### src/rtl/uart_tx_fifo.sv
// Byte FIFO feeding a UART transmitter: buffers bus writes and offers one byte per frame
// through a registered write_enable/tx_data handshake paced by uart_tx_ready.
module uart_tx_fifo #(
  parameter int DEPTH      = 16,
  parameter int ADDR_WIDTH = 4
) (
  input  logic                  clock,
  input  logic                  reset,
  input  logic                  wr_en,
  input  logic [7:0]            wr_data,
  input  logic                  flush,
  input  logic                  clear_overflow,
  output logic                  full,
  output logic                  empty,
  output logic [ADDR_WIDTH:0]   level,
  output logic                  overflow,
  output logic                  busy,
  input  logic                  uart_tx_ready,
  output logic                  uart_write_enable,
  output logic [7:0]            uart_tx_data
);

  typedef enum logic [1:0] {IDLE, OFFER, DRAIN} state_t;

  logic [7:0]          mem_q [DEPTH];
  logic [ADDR_WIDTH:0] wr_ptr_q, wr_ptr_d;
  logic [ADDR_WIDTH:0] rd_ptr_q, rd_ptr_d;
  state_t              state_q, state_d;
  logic                we_q, we_d;
  logic [7:0]          data_q, data_d;
  logic                ovf_q, ovf_d;
  logic                push, drop, pop;

  // Extra wrap bit distinguishes full (MSB differs) from empty (all equal).
  assign empty = (wr_ptr_q == rd_ptr_q);
  assign full  = (wr_ptr_q[ADDR_WIDTH] != rd_ptr_q[ADDR_WIDTH]) &&
                 (wr_ptr_q[ADDR_WIDTH-1:0] == rd_ptr_q[ADDR_WIDTH-1:0]);
  assign level = wr_ptr_q - rd_ptr_q;
  assign overflow          = ovf_q;
  assign busy              = (state_q != IDLE) || !empty;
  assign uart_write_enable = we_q;
  assign uart_tx_data      = data_q;

  always_comb begin
    push    = wr_en && !full && !flush;
    drop    = wr_en && (full || flush);
    pop     = 1'b0;
    state_d = state_q;
    we_d    = we_q;
    data_d  = data_q;
    case (state_q)
      IDLE: begin
        if (!empty && uart_tx_ready && !flush) begin
          state_d = OFFER;
          we_d    = 1'b1;
          data_d  = mem_q[rd_ptr_q[ADDR_WIDTH-1:0]];
        end
      end
      OFFER: begin
        // Flush wins over a same-cycle acceptance so the byte is never counted as sent.
        if (flush) begin
          state_d = IDLE;
          we_d    = 1'b0;
        end else if (!uart_tx_ready) begin
          pop     = 1'b1;
          we_d    = 1'b0;
          state_d = DRAIN;
        end
      end
      DRAIN: begin
        if (uart_tx_ready) state_d = IDLE;
      end
      default: begin
        state_d = IDLE;
        we_d    = 1'b0;
      end
    endcase
    wr_ptr_d = wr_ptr_q + {{ADDR_WIDTH{1'b0}}, push};
    rd_ptr_d = flush ? wr_ptr_q : (rd_ptr_q + {{ADDR_WIDTH{1'b0}}, pop});
    ovf_d    = drop ? 1'b1 : (clear_overflow ? 1'b0 : ovf_q);
  end

  always_ff @(posedge clock or posedge reset) begin
    if (reset) begin
      wr_ptr_q <= '0;
      rd_ptr_q <= '0;
      state_q  <= IDLE;
      we_q     <= 1'b0;
      data_q   <= 8'h00;
      ovf_q    <= 1'b0;
    end else begin
      wr_ptr_q <= wr_ptr_d;
      rd_ptr_q <= rd_ptr_d;
      state_q  <= state_d;
      we_q     <= we_d;
      data_q   <= data_d;
      ovf_q    <= ovf_d;
    end
  end

  always_ff @(posedge clock) begin
    if (push) mem_q[wr_ptr_q[ADDR_WIDTH-1:0]] <= wr_data;
  end

endmodule

### config.mk
export PLATFORM = sky130hd
export DESIGN_NAME = uart_tx_fifo
export DESIGN_NICKNAME = d
export VERILOG_FILES = /design/src/rtl/uart_tx_fifo.sv
export SDC_FILE = /design/constraint.sdc
export NUM_CORES = 1
export LEC_CHECK = 0
export ABC_CLOCK_PERIOD_IN_PS = 3400
export CELL_PAD_IN_SITES_DETAIL_PLACEMENT = 1
export CELL_PAD_IN_SITES_GLOBAL_PLACEMENT = 1
export CORE_UTILIZATION = 51
export DETAILED_ROUTE_END_ITERATION = 10
export MAX_ROUTING_LAYER = met4
export PLACE_DENSITY_LB_ADDON = 0.15
export SKIP_LAST_GASP = 1
export SLEW_MARGIN = 20
export SYNTH_ARGS = -nofsm -noshare
export SYNTH_HDL_FRONTEND = slang
export SYNTH_SLANG_ARGS = --single-unit
### constraint.sdc
create_clock -name clock -period 3.4 [get_ports clock]
set_input_delay 0.34 -clock clock [delete_from_list [all_inputs] [get_ports clock]]
set_output_delay 0.34 -clock clock [all_outputs]
set_load 0.01 [all_outputs]
==> results.py <==
metrics = {
    "pwr": {
        "p_comb_share_pct": 30.8,
        "p_seq_share_pct": 38.6,
        "ir_drop_mv": 0.520,
        "power_density_mw_per_mm2": 851,
        "p_int_mw": 4.25,
        "sw_frac_of_total_pct": 30.4,
        "p_sw_mw": 1.86,
        "clkPwrFrac_pct": 30.6,
        "p_leak_nw": 2.50,
    },
    "route": {
        "antenna_left": 0,
        "drc": 8,
        "viasPerCell": 5.85,
        "dr.pass1.iters": 7,
        "drtIter0Drc": 229,
        "num_vias": 3154,
        "wire_per_inst_um": 24.5,
        "routed_wl_mm": 13.2,
    },
    "synth": {
        "yosys-top-cells-count": "128 x edfxtp_1, 32 x mux4_2, 24 x nand2_1, 22 x dfrtp_1, 12 x inv_1",
        "syn_area_mm2": 0.00606,
        "synth_top_area_share_pct": 63.4,
        "synthArstFlopShare_pct": 14.7,
        "avgSynthCellArea_um2": 18.3,
        "synth_top_area_cell": "edfxtp_1",
        "synth_area_leaders": "edfxtp_1 63%, mux4_2 12%, dfrtp_1 9.1%",
        "ys_ff_latch": 150,
        "synth_cell_types": 38,
        "yosysWarningCount": 0,
        "synth_edf_count": 128,
        "yosys_most_used_dff": "edfxtp_1",
        "ys_seq_area_share_pct": 72.5,
        "synthMostInstantiatedCell": "edfxtp_1",
        "syn-instance-count": 331,
        "synthesis.nets": 354,
    },
    "sta": {
        "min_period_ns": 3.11,
        "hold_violations": 0,
        "period_share_pct": 91.3,
        "tns_ns": 0,
        "worst_pin_slew_ns": 0.996,
        "fmax_ghz": 0.322,
        "maxSlewViolCount": 0,
        "fin_skew_ns": 0.00849,
        "rsz0062_at_grt": "no",
        "finalSetupViolCount": 0,
        "slew_headroom_pct": 33.5,
        "fin_ws_ns": 0.295,
    },
    "floorplan": {
        "die-area_mm2": 0.0123,
        "coreArea_mm2": 0.0115,
        "ios": 32,
        "rows": 39,
        "die_w_um": 111,
        "start_util_pct": 52.6,
        "die-height_um": 111,
    },
    "layout": {
        "syn_to_final_growth_pct": 18.6,
        "final_cells": 539,
        "finalNetCount": 406,
        "diodes": 0,
        "nFillCells": 999,
        "fin_util_pct": 62.4,
        "layout-drive-gt1-share_pct": 23.0,
    },
    "cts": {
        "cts_num_sinks": 150,
        "cts_buffers": 17,
        "clk_pin_slew_worst_paths_ns": 0.06,
        "cts_hold_buf": 0,
        "clockBufferDepth": 2,
        "clkLatencyLatePin_ns": 0.42,
        "clockRootBuffer": "clkbuf_16",
        "htreeDepth": 4,
        "cts_tree": "built",
    },
    "place": {
        "port_buffers": 31,
        "place.gp.congestion": 0.774,
        "placed_cells": 507,
        "dp_hpwl_mm": 8.65,
        "dp_slack_ns": 0.604,
    },
    "worst_setup_path": {
        "cpPeakStageDelay_ns": 0.50,
        "worst_ep_required_time_ns": 3.06,
        "crit_chain": "inv_2 > ha_1 > nand4_1 > or2_1 > or3_1 > clkdlybuf4s50_1",
        "crit_type": "reg -> out",
        "crit_slowest_cell": "dfrtp_2",
        "end_kind": "output port",
        "start_kind": "flop",
        "worstReg2RegStart": "rd_ptr_q[3]$_DFF_PP0_",
        "worst_ep_arrival_time_ns": 2.77,
        "critical_path.max_fanout": 12,
        "crit_start": "rd_ptr_q[3]$_DFF_PP0_",
    },
    "grt": {
        "grt_pass1_vias": 3405,
        "grt_pass1_wl_mm": 20.2,
        "grt_use_total_pct": 24.5,
        "globalRouteOverflowTotal": 0,
        "top_usage_layer": "met2",
        "grt_max_degree": 36,
        "antenna_found_initial": 0,
        "grtUsageMet3_pct": 5.36,
        "use_met1_pct": 32.7,
        "grt_use_met2_pct": 37.1,
    },
    "run_status": {
        "outcome": "finished, violations left",
        "violations": "design-rule violations",
    },
    "run": {
        "drv_cap": 0,
    },
    "min_path": {
        "hold_path.class": "in -> async",
    },
}
## critical path, delay by kind of cell (launching register included)
kind                     cells  cell delay, ns
buffers and inverters        2            0.64
AND/OR/NAND/NOR              3            0.83
flip-flops                   1            0.50
adder cells (fa/ha/maj)      1            0.36
## placed cells by master (no fill, tap or decap), types with 2 or more instances in the layout
cell type,n
xor2_1,3
nor4_1,2
clkinvlp_4,4
bufinv_16,2
nor2b_1,3
inv_1,12
mux2_2,2
buf_4,18
o22ai_1,8
o21ai_0,5
clkbuf_16,17
dfrtp_1,20
clkbuf_8,2
nand2b_1,2
nor3_1,3
xnor2_1,8
a21o_1,10
a21oi_1,3
nand3b_1,2
inv_6,2
nand3_1,6
dfrtp_2,2
a311oi_1,8
nand2_1,24
clkdlybuf4s50_1,31
mux4_2,32
ha_1,8
clkinv_4,4
edfxtp_1,128
nor2_1,11
## power groups by stage
stage	logic (mW)	registers, mW	clock network [mW]
2_1_floorplan	1.24	2.35	0
3_3_place_gp	1.88	2.38	0
3_5_place_dp	1.91	2.39	0
4_1_cts	1.92	2.36	1.90
5_1_grt	2.05	2.39	1.96
6_report	1.88	2.36	1.87
## final cells by class
type	instances	area (um^2)	share of cell area (%)
Clock buffer	19	453	6.30
Tap cell	143	179	2.49
Multi-Input combinational cell	152	1510	21.1
Timing Repair Buffer	49	445	6.20
Inverter	13	48.8	0.679
Sequential cell	150	4400	61.2
Clock inverter	13	148	2.06
## timing repair
item / 4_1_cts / 5_1_grt
buffers inserted: 0 / 0
resized for setup: 0 / 1
setup endpoints to repair: 0 / 1
## final timing paths
kind,cells past startpoint,slack (ns),end
setup / recovery,6,0.29,busy
hold / removal,2,0.46,uart_write_enable$_DFFE_PP0P_
setup reg to reg,6,0.74,mem_q[0][5]$_DFFE_PP_
hold reg to reg,1,0.48,uart_tx_data[3]$_DFFE_PP0P_
max in group asynchronous,2,2.26,rd_ptr_q[3]$_DFF_PP0_
min in group clock,1,0.48,uart_tx_data[3]$_DFFE_PP0P_
## metal layers
| layer | part of all wire, % | wire [um] |
|---|---|---|
| met1 | 43 | 5710 |
| met2 | 49 | 6430 |
| met3 | 6.3 | 834 |
| met4 | 1.8 | 240 |
| met5 | 0 | 0 |
## through the flow
step                hold WS, ns  total power [mW]  cell area, um^2
floorplan                 0.329              3.59             6060
global placement          0.459              4.26             6580
detailed placement        0.470              4.31             6580
CTS                       0.467              6.18             7180
global route              0.491              6.40             7180
finish                    0.463              6.11             7180
## logic make-up (layout without fill, tap and decap cells)
logic type                 Yosys count  count (layout)  share of synthesized area [%]
xor gates and xnor gates            11              11                           1.59
buffers and inverters               29              94                           2.50
adders and majority gates            9               9                           1.98
AOI/OAI and AO/OA                   38              38                           4.48
DFF                                150             150                           72.5
muxes                               35              35                           12.4
and+or+nand+nor                     59              59                           4.50
## registers in the layout (all words and copies together) (netlist names)
register / cells
overflow: 1
mem_q: 128
rd_ptr_q: 5
uart_tx_data: 8
state_q: 2
uart_write_enable: 1
wr_ptr_q: 5
Power figures use the tool's default switching activity.
